===== config.mk =====
export PLATFORM = sky130hd
export DESIGN_NAME = mem_arbiter
export DESIGN_NICKNAME = d
export VERILOG_FILES = /design/src/rtl/mem_arbiter_pkg.sv /design/src/rtl/mem_arbiter_rr_picker.sv /design/src/rtl/mem_arbiter.sv
export SDC_FILE = /design/constraint.sdc
export NUM_CORES = 1
export LEC_CHECK = 0
export BUFFER_PORTS_ARGS = -buffer_cell sky130_fd_sc_hd__buf_2
export CAP_MARGIN = 10
export CORE_AREA = 2 2 110 112
export CTS_CLUSTER_SIZE = 25
export DETAILED_ROUTE_END_ITERATION = 10
export DIE_AREA = 0 0 112 114
export HOLD_SLACK_MARGIN = 0.05
export PLACE_DENSITY = 0.88
export SKIP_LAST_GASP = 1
export SLEW_MARGIN = 20
export SYNTH_ARGS = -nofsm -noshare
export SYNTH_HDL_FRONTEND = slang
export SYNTH_SLANG_ARGS = --single-unit

===== constraint.sdc =====
create_clock -name clk -period 3.55 [get_ports clk]
set_input_delay 0.1775 -clock clk [delete_from_list [all_inputs] [get_ports clk]]
set_output_delay 0.1775 -clock clk [all_outputs]
set_load 0.1 [all_outputs]

===== src/rtl/mem_arbiter_pkg.sv =====
// mem_arb_pkg: arbiter FSM states and core-state encodings shared with the LSU.
// Also holds the small pointer-wrap helper used by the round-robin logic.
package mem_arb_pkg;

    typedef enum logic [1:0] {
        IDLE          = 2'd0,
        READ_WAITING  = 2'd1,
        WRITE_WAITING = 2'd2,
        RELAY         = 2'd3
    } arb_state_t;

    typedef enum logic [2:0] {
        CORE_REQUEST = 3'b011,
        CORE_UPDATE  = 3'b110
    } core_state_t;

    function automatic int unsigned wrap_inc(
        input int unsigned idx,
        input int unsigned n
    );
        return (idx + 1 >= n) ? 0 : idx + 1;
    endfunction

endpackage


===== src/rtl/mem_arbiter_rr_picker.sv =====
// rr_picker: combinational round-robin find-first starting at i_ptr.
// A consumer with both requests pending reports is_read so reads go first.
module rr_picker #(
    parameter  int N  = 4,
    localparam int IW = $clog2(N)
) (
    input  logic [N-1:0]  i_rd,
    input  logic [N-1:0]  i_wr,
    input  logic [IW-1:0] i_ptr,
    output logic          o_found,
    output logic [IW-1:0] o_idx,
    output logic          o_is_read
);

    function automatic logic [IW-1:0] slot(
        input logic [IW-1:0] p,
        input int            k
    );
        return IW'((int'(p) + k) % N);
    endfunction

    // Walk offsets from farthest to nearest so the nearest hit wins.
    always_comb begin
        o_found   = 1'b0;
        o_idx     = '0;
        o_is_read = 1'b0;
        for (int k = N - 1; k >= 0; k--) begin
            if (i_rd[slot(i_ptr, k)] || i_wr[slot(i_ptr, k)]) begin
                o_found   = 1'b1;
                o_idx     = slot(i_ptr, k);
                o_is_read = i_rd[slot(i_ptr, k)];
            end
        end
    end

endmodule


===== src/rtl/mem_arbiter.sv =====
// mem_arbiter: round-robin share of one data-memory channel across LSUs.
// Optional watchdog enabled by defining MEM_ARB_TIMEOUT_EN.
module mem_arbiter
    import mem_arb_pkg::*;
#(
    parameter  int NUM_CONSUMERS  = 4,
    parameter  int ADDR_BITS      = 16,
    parameter  int DATA_BITS      = 8,
    parameter  int TIMEOUT_CYCLES = 255,
    localparam int IDW            = $clog2(NUM_CONSUMERS)
) (
    input  logic                               clk,
    input  logic                               reset,
    input  logic [NUM_CONSUMERS-1:0]           consumer_read_valid,
    input  logic [NUM_CONSUMERS*ADDR_BITS-1:0] consumer_read_address,
    output logic [NUM_CONSUMERS-1:0]           consumer_read_ready,
    output logic [NUM_CONSUMERS*DATA_BITS-1:0] consumer_read_data,
    input  logic [NUM_CONSUMERS-1:0]           consumer_write_valid,
    input  logic [NUM_CONSUMERS*ADDR_BITS-1:0] consumer_write_address,
    input  logic [NUM_CONSUMERS*DATA_BITS-1:0] consumer_write_data,
    output logic [NUM_CONSUMERS-1:0]           consumer_write_ready,
    output logic                               mem_read_valid,
    output logic [ADDR_BITS-1:0]               mem_read_address,
    input  logic                               mem_read_ready,
    input  logic [DATA_BITS-1:0]               mem_read_data,
    output logic                               mem_write_valid,
    output logic [ADDR_BITS-1:0]               mem_write_address,
    output logic [DATA_BITS-1:0]               mem_write_data,
    input  logic                               mem_write_ready,
    output logic                               busy,
    output logic [IDW-1:0]                     grant_id,
    output logic                               timeout_error
);

    localparam int N = NUM_CONSUMERS;

    arb_state_t           r_state, w_state_nxt;
    logic [IDW-1:0]       r_ptr, w_ptr_nxt;
    logic [IDW-1:0]       r_grant, w_grant_nxt;
    logic                 r_mrv, w_mrv_nxt;
    logic                 r_mwv, w_mwv_nxt;
    logic [ADDR_BITS-1:0] r_mra, w_mra_nxt;
    logic [ADDR_BITS-1:0] r_mwa, w_mwa_nxt;
    logic [DATA_BITS-1:0] r_mwd, w_mwd_nxt;
    logic [N-1:0]         r_crr, w_crr_nxt;
    logic [N-1:0]         r_cwr, w_cwr_nxt;
    logic [N*DATA_BITS-1:0] r_crd, w_crd_nxt;
    logic                 r_busy, w_busy_nxt;
    logic                 r_tmo_err, w_tmo_err_nxt;

    logic                 w_found;
    logic                 w_is_read;
    logic [IDW-1:0]       w_pick;
    logic                 w_tmo_hit;
    logic                 w_relay_done;

    rr_picker #(
        .N (N)
    ) u_pick (
        .i_rd      (consumer_read_valid),
        .i_wr      (consumer_write_valid),
        .i_ptr     (r_ptr),
        .o_found   (w_found),
        .o_idx     (w_pick),
        .o_is_read (w_is_read)
    );

`ifdef MEM_ARB_TIMEOUT_EN
    localparam int TCW = $clog2(TIMEOUT_CYCLES + 1);

    logic [TCW-1:0] r_tcnt;
    logic           w_waiting;

    assign w_waiting =
        (r_state == READ_WAITING  && !mem_read_ready) ||
        (r_state == WRITE_WAITING && !mem_write_ready);
    assign w_tmo_hit =
        w_waiting && (r_tcnt == TCW'(TIMEOUT_CYCLES - 1));

    // Held at zero while idle, so every WAITING entry starts fresh.
    always_ff @(posedge clk or negedge reset) begin
        if (!reset) begin
            r_tcnt <= '0;
        end else if (r_state == IDLE) begin
            r_tcnt <= '0;
        end else if (w_waiting && !w_tmo_hit) begin
            r_tcnt <= r_tcnt + 1'b1;
        end
    end
`else
    logic w_unused_tmo;

    assign w_tmo_hit    = 1'b0;
    assign w_unused_tmo = ^TIMEOUT_CYCLES;
`endif

    // Ready is held until the served consumer drops the matching valid.
    assign w_relay_done =
        ((r_crr != '0) && !consumer_read_valid[r_grant]) ||
        ((r_cwr != '0) && !consumer_write_valid[r_grant]);

    always_comb begin
        w_state_nxt   = r_state;
        w_ptr_nxt     = r_ptr;
        w_grant_nxt   = r_grant;
        w_mrv_nxt     = r_mrv;
        w_mwv_nxt     = r_mwv;
        w_mra_nxt     = r_mra;
        w_mwa_nxt     = r_mwa;
        w_mwd_nxt     = r_mwd;
        w_crr_nxt     = r_crr;
        w_cwr_nxt     = r_cwr;
        w_crd_nxt     = r_crd;
        w_tmo_err_nxt = r_tmo_err;

        unique case (r_state)
            IDLE: begin
                if (w_found) begin
                    w_grant_nxt = w_pick;
                    if (w_is_read) begin
                        w_mrv_nxt   = 1'b1;
                        w_mra_nxt   = consumer_read_address[w_pick*ADDR_BITS +: ADDR_BITS];
                        w_state_nxt = READ_WAITING;
                    end else begin
                        w_mwv_nxt   = 1'b1;
                        w_mwa_nxt   = consumer_write_address[w_pick*ADDR_BITS +: ADDR_BITS];
                        w_mwd_nxt   = consumer_write_data[w_pick*DATA_BITS +: DATA_BITS];
                        w_state_nxt = WRITE_WAITING;
                    end
                end
            end
            READ_WAITING: begin
                if (mem_read_ready || w_tmo_hit) begin
                    w_mrv_nxt            = 1'b0;
                    w_crr_nxt[r_grant]   = 1'b1;
                    w_crd_nxt[r_grant*DATA_BITS +: DATA_BITS] =
                        w_tmo_hit ? '0 : mem_read_data;
                    w_tmo_err_nxt        = r_tmo_err | w_tmo_hit;
                    w_state_nxt          = RELAY;
                end
            end
            WRITE_WAITING: begin
                if (mem_write_ready || w_tmo_hit) begin
                    w_mwv_nxt          = 1'b0;
                    w_cwr_nxt[r_grant] = 1'b1;
                    w_tmo_err_nxt      = r_tmo_err | w_tmo_hit;
                    w_state_nxt        = RELAY;
                end
            end
            RELAY: begin
                if (w_relay_done) begin
                    w_crr_nxt   = '0;
                    w_cwr_nxt   = '0;
                    w_ptr_nxt   = IDW'(wrap_inc(32'(r_grant), N));
                    w_state_nxt = IDLE;
                end
            end
        endcase

        w_busy_nxt = (w_state_nxt != IDLE);
    end

    always_ff @(posedge clk or negedge reset) begin
        if (!reset) begin
            r_state   <= IDLE;
            r_ptr     <= '0;
            r_grant   <= '0;
            r_mrv     <= 1'b0;
            r_mwv     <= 1'b0;
            r_mra     <= '0;
            r_mwa     <= '0;
            r_mwd     <= '0;
            r_crr     <= '0;
            r_cwr     <= '0;
            r_crd     <= '0;
            r_busy    <= 1'b0;
            r_tmo_err <= 1'b0;
        end else begin
            r_state   <= w_state_nxt;
            r_ptr     <= w_ptr_nxt;
            r_grant   <= w_grant_nxt;
            r_mrv     <= w_mrv_nxt;
            r_mwv     <= w_mwv_nxt;
            r_mra     <= w_mra_nxt;
            r_mwa     <= w_mwa_nxt;
            r_mwd     <= w_mwd_nxt;
            r_crr     <= w_crr_nxt;
            r_cwr     <= w_cwr_nxt;
            r_crd     <= w_crd_nxt;
            r_busy    <= w_busy_nxt;
            r_tmo_err <= w_tmo_err_nxt;
        end
    end

    assign consumer_read_ready  = r_crr;
    assign consumer_read_data   = r_crd;
    assign consumer_write_ready = r_cwr;
    assign mem_read_valid       = r_mrv;
    assign mem_read_address     = r_mra;
    assign mem_write_valid      = r_mwv;
    assign mem_write_address    = r_mwa;
    assign mem_write_data       = r_mwd;
    assign busy                 = r_busy;
    assign grant_id             = r_grant;
    assign timeout_error        = r_tmo_err;

endmodule


==> results of run 1 <==
## state kept, by name, summed over array words and instances (netlist names)
signal and flops:
consumer_read_data 32, mem_read_address 16, mem_write_address 16, mem_write_data 8
consumer_read_ready 4, consumer_write_ready 4, grant_id 2, r_ptr 2
r_state 2, busy 1, mem_read_valid 1, mem_write_valid 1
## final cells by class
class	count	share of cell area [%]
clock buffers	10	3.40
clock inverters	6	0.838
inverters	3	0.160
multi-input cells	364	41.1
flip-flops and latches	89	31.7
well taps	147	2.62
repair buffers	271	20.2
## worst max-delay path by stage
stage                                              endpoint  slack, ns  depth (start not counted)
after floorplan                              busy$_DFF_PN0_       0.81                          6
after CTS                 mem_write_address[13]$_DFFE_PN0P_       0.24                          8
after detailed placement  mem_write_address[13]$_DFFE_PN0P_       0.27                          8
final                     mem_write_address[13]$_DFFE_PN0P_       0.25                          8
after global placement        mem_write_data[1]$_DFFE_PN0P_       0.36                          8
after global routing       mem_read_address[15]$_DFFE_PN0P_       0.05                          8
## synth_stat cells
cell / number
nand2_1: 76
o22a_1: 1
clkbuf_1: 8
a21oi_1: 11
nor3_1: 5
o21ai_1: 1
or2_1: 6
mux4_2: 8
nand2b_1: 3
mux2_2: 42
o22ai_1: 1
o221ai_1: 2
a211oi_1: 2
ha_1: 8
nor3b_1: 5
conb_1: 1
o21ai_0: 38
buf_4: 4
o21a_1: 1
nor2b_1: 3
inv_2: 1
o31ai_4: 1
inv_1: 2
o41ai_2: 1
nor4_1: 3
buf_6: 13
mux2i_1: 122
a31oi_1: 2
and3_1: 1
o21bai_1: 2
buf_2: 6
nor2_1: 18
dfrtp_1: 89
## placed cells by master (no fill, tap or decap), drive strengths merged, types with 3 or more instances in the layout
cell type / Yosys / final
nor4: 3 / 3
nor2: 18 / 18
or2: 6 / 6
inv: 3 / 6
ha: 8 / 8
mux2i: 122 / 122
nor3b: 5 / 5
nor3: 5 / 5
clkbuf: 8 / 10
dfrtp: 89 / 89
o21ai: 39 / 39
mux4: 8 / 8
nand2b: 3 / 3
a21oi: 11 / 11
buf: 23 / 270
mux2: 42 / 42
nand2: 76 / 76
nor2b: 3 / 3
## metrics by stage
| stage | worst slack [ns] | area, um^2 | util, % | cells |
|---|---|---|---|---|
| finish | 0.245 | 7020 | 59.9 | 890 |
| global route | 0.0540 | 7020 | 59.9 | 890 |
| CTS | 0.240 | 7020 | 59.9 | 890 |
| detailed placement | 0.265 | 6710 | 57.3 | 873 |
| global placement | 0.361 | 6710 | 57.3 | 873 |
| floorplan | 0.809 | 5340 | - | 487 |
## metal layers
metal,GRT usage [%],up-vias,wire [um]
met3,4.62,19,880
met2,38.6,188,7290
met1,25.8,2224,5560
li1,-,2240,-
met5,0,-,0
met4,7.40,0,273
## worst max-delay path, delay by kind of cell, from the launching register on
family	cells	cell delay, ns
muxes	4	1.25
buffers and inverters	1	0.34
AOI/OAI and AO/OA	1	0.25
and+or+nand+nor	2	0.56
DFF	1	0.69
## cell families after synthesis
family          count (synthesis)  synth area share (%)
mux                           172                  35.1
simple gates                  120                  9.66
flops                          89                  41.7
compound gates                 63                  6.94
buf+inv                        34                  4.64
fa+ha+maj                       8                  1.87
other cells                     1                0.0702
==> flow_summary.toml, run 1 <==
[status]
status = "finished, final reports clean"

[clock_network]
clock_sinks = 89
cts.path.max_buffers = 2
cts.htree.levels = 3
ctsHoldBuffers = 1
clock_latency_ns = 0.34
cts_tree = "yes"
cts_buffers = 9
path_clk_slew_ns = 0.07
ctsResizeCount = 0
root_buffer = "clkbuf_16"
postCtsSetupBuffers = 0

[final_layout]
multi_input_area_um2 = 2880
syn2layout_area_growth_pct = 31.5
fill_cells = 1007
diodes = 0
final_nets = 926
ff_latch_area_um2 = 2230
drive_gt1_share_pct = 46.0

[placement]
hpwlAfterDp_mm = 10.9
port_buffers = 264
place_congestion = 0.903

[setup_path]
cp_data_required_time_ns = 3.77
end_kind = "flip-flop"
worst-r2r-cell-count = 8
r2r_slack_ns = 0.25
path_cells = "mux4_2 > or2_1 > nand2b_1 > a31oi_4 > buf_12 > mux2i_1 > mux2i_1 > mux2_2"
crit_start = "r_ptr[1]$_DFFE_PN0P_"
critPathSlowestCell = "dfrtp_1"
worstSetupPathType = "flip-flop to flip-flop"
cp_max_fo = 56
r2r-start = "r_ptr[1]$_DFFE_PN0P_"
arrival_ns = 3.53
critPathLaunchType = "flip-flop"
r2r-end = "mem_write_address[13]$_DFFE_PN0P_"
critPathMostFrequentCell = "mux2i_1"
slowest_delay_ns = 0.69

[global_routing]
grt.total_usage_pct = 21.6
grt_max_degree = 75
grt_pass1_vias = 4540
gr-total-overflow = 0
antenna_found_initial = 0
grt_pass1_wl_mm = 21.9

[timing]
max_freq_ghz = 0.303
finalClockSkew_ns = 0.0116
slew_headroom_pct = 32.3
finalCriticalPeriod_ns = 3.30
final-hold-violation-count = 0
final-max-slew-violation-count = 0
finalSetupViolations = 0
finalCritPeriodShare_pct = 93.1
tightestPinTransition_ns = 1.01
hold-worst-slack_ns = 0.128
final.setup.tns_ns = 0
rsz0062_at_grt = "no"

[logic_synthesis]
syn-num-nets = 675
synth_area_um2 = 5340
seq_area_frac_synth_pct = 41.7
ys_ff_latch = 89
syn_area_per_cell_um2 = 11.0
yosysWarnings = 0
ys_types = 33
ys_top_cells_by_area = "dfrtp_1 42%, mux2i_1 23%, mux2_2 8.9%"
yosysTopAreaCell = "dfrtp_1"
syn_inst = 487
yosys.area.top_type_share_pct = 41.7

[detailed_routing]
drt-wirelength-per-cell_um = 15.7
drc_errors = 0
dr.pass1.iters = 4
drtAntennaViolNets = 0
avgViaCountPerCell = 5.25
drt_iter0_drc = 219
vias = 4671
wl_mm = 14.0

[floorplan]
rows = 40
core_area_um2 = 11700
initial_core_util_pct = 45.6
die_height_um = 114
die_w_um = 112
dieArea_um2 = 12800
ioPinCount = 266

[worst_hold_path]
hp-start = "mem_read_data[1]"
hp-class = "primary input to flip-flop"
holdPathStages = 3
hold-path-endpoint = "consumer_read_data[25]$_DFFE_PN0P_"

[flow_run]
drv_cap = 0
Power of run 1 is not shown: default switching activity piles up to over one toggle a cycle in this logic, so the estimate is an artifact.
==> run 2, diff against run 1 <==
--- a/config.mk
+++ b/config.mk
@@ -13,6 +13,7 @@
 export DIE_AREA = 0 0 112 114
 export HOLD_SLACK_MARGIN = 0.05
 export PLACE_DENSITY = 0.88
+export REMOVE_ABC_BUFFERS = 1
 export SKIP_LAST_GASP = 1
 export SLEW_MARGIN = 20
 export SYNTH_ARGS = -nofsm -noshare
==> flow_summary.toml, run 2 (synthesized netlist as in run 1, its figures left out) <==
[detailed_routing]
dr.pass1.iters = 4
vias = 4717
wl_mm = 15.0
avgViaCountPerCell = 5.24
drt-wirelength-per-cell_um = 16.6
drc_errors = 0
drtAntennaViolNets = 0
drt_iter0_drc = 199

[final_layout]
final_nets = 936
syn2layout_area_growth_pct = 34.2
postLayoutCellArea_um2 = 7160
drive_gt1_share_pct = 46.6
final_cell_mix = "263 x buf_2, 122 x mux2i_1, 89 x dfrtp_1, 76 x nand2_1, 42 x mux2_2"
diodes = 0
multi_input_area_um2 = 2880
mostFrequentLayoutCell = "buf_2"
layout.cells.non_filler = 900
largest_register_ffs = 32
fill_cells = 1001
ff_latch_area_um2 = 2230

[setup_path]
worstSetupPathType = "flip-flop to flip-flop"
slowest_delay_ns = 0.71
path_cells = "mux4_2 > o221ai_1 > o41ai_2 > a211oi_1 > o21a_2 > buf_4 > mux2i_1 > mux2_2"
end_kind = "flip-flop"
cp_max_fo = 41
r2r_slack_ns = 0.30
critPathTopFamily = "multiplexers"
crit_start = "r_ptr[0]$_DFFE_PN0P_"
r2r-start = "r_ptr[0]$_DFFE_PN0P_"
arrival_ns = 3.47
cp_data_required_time_ns = 3.76
crit_buf_inv = 1
critPathLaunchType = "flip-flop"
worst-r2r-cell-count = 8
r2r-end = "mem_write_address[0]$_DFFE_PN0P_"
critPathSlowestCell = "dfrtp_1"

[timing]
max_freq_ghz = 0.307
setup_ws_ns = 0.297
final-max-slew-violation-count = 0
finalClockSkew_ns = 0.00727
final.setup.tns_ns = 0
tightestPinTransition_ns = 0.915
finalSetupViolations = 0
slew_headroom_pct = 38.9
finalCriticalPeriod_ns = 3.25
finalCritPeriodShare_pct = 91.6
final-hold-violation-count = 0
rsz0062_at_grt = "no"

[global_routing]
grt_max_degree = 80
antenna_found_initial = 0
gr-total-overflow = 0
grt_pass1_vias = 4680
grt_pass1_wl_mm = 23.7
grt.total_usage_pct = 23.2

[floorplan]
dieArea_um2 = 12800
ioPinCount = 266
die_height_um = 114
rows = 40
core_area_um2 = 11700
initial_core_util_pct = 45.6
die_w_um = 112

[placement]
port_buffers = 264
place_area_um2 = 6780
dp_cells = 882
place_congestion = 0.877
post-place-ws_ns = 0.444
hpwlAfterDp_mm = 11.5

[clock_network]
clock_sinks = 89
cts.path.max_buffers = 2
cts_buffers = 9
clock_latency_ns = 0.34
cts_tree = "yes"
root_buffer = "clkbuf_16"
cts.htree.levels = 3
path_clk_slew_ns = 0.07
postCtsSetupBuffers = 0

[worst_hold_path]
hp-class = "primary input to flip-flop"
hp-start = "mem_read_data[1]"
hold-path-endpoint = "consumer_read_data[17]$_DFFE_PN0P_"
holdPathStages = 3

[status]
status = "finished, final reports clean"

[flow_run]
drv_cap = 0
-- run 2: worst min-delay path, stage by stage --
cell and delay, ns:
buf_2 0.13, nand2_1 0.05, o21ai_0 0.06
-- run 2: area by class of cell --
| type | instances | share of cell area [%] |
|---|---|---|
| timing repair buffer | 281 | 21.0 |
| clock inverter | 6 | 1.66 |
| inverter | 3 | 0.157 |
| tap | 147 | 2.57 |
| sequential | 89 | 31.1 |
| clock buffer | 10 | 3.34 |
| multi-input combinational | 364 | 40.2 |
-- run 2: metrics by stage --
step / utilization (%) / hold slack (ns)
2_1_floorplan: - / -0.118
3_3_place_gp: 57.9 / 0.407
3_5_place_dp: 57.9 / 0.407
4_1_cts: 61.0 / 0.104
5_1_grt: 61.2 / 0.112
6_report: 61.2 / 0.118
-- run 2: metal layers --
| layer | up-vias | share of wire [%] | wire, um | global-route usage, % |
|---|---|---|---|---|
| met5 | - | 0 | 0 | 0 |
| met4 | 0 | 1.7 | 248 | 6.99 |
| met3 | 23 | 6.0 | 899 | 3.77 |
| met2 | 178 | 52 | 7850 | 43.1 |
| met1 | 2256 | 40 | 5980 | 27.7 |
| li1 | 2260 | - | - | - |
-- run 2: worst max-delay path by stage --
stage / endpoint / depth (start not counted)
after CTS: mem_write_address[0]$_DFFE_PN0P_ / 8
after floorplan: mem_write_address[0]$_DFFE_PN0P_ / 7
after global routing: mem_write_address[0]$_DFFE_PN0P_ / 8
after detailed placement: mem_write_address[5]$_DFFE_PN0P_ / 9
after global placement: mem_write_address[0]$_DFFE_PN0P_ / 8
final: mem_write_address[0]$_DFFE_PN0P_ / 8
-- run 2: what timing repair did --
action,4_1_cts,5_1_grt
hold buffers,1,0
hold endpoints to repair,58,0
gates resized for setup,0,0
Power of run 2 is left out for the same reason.
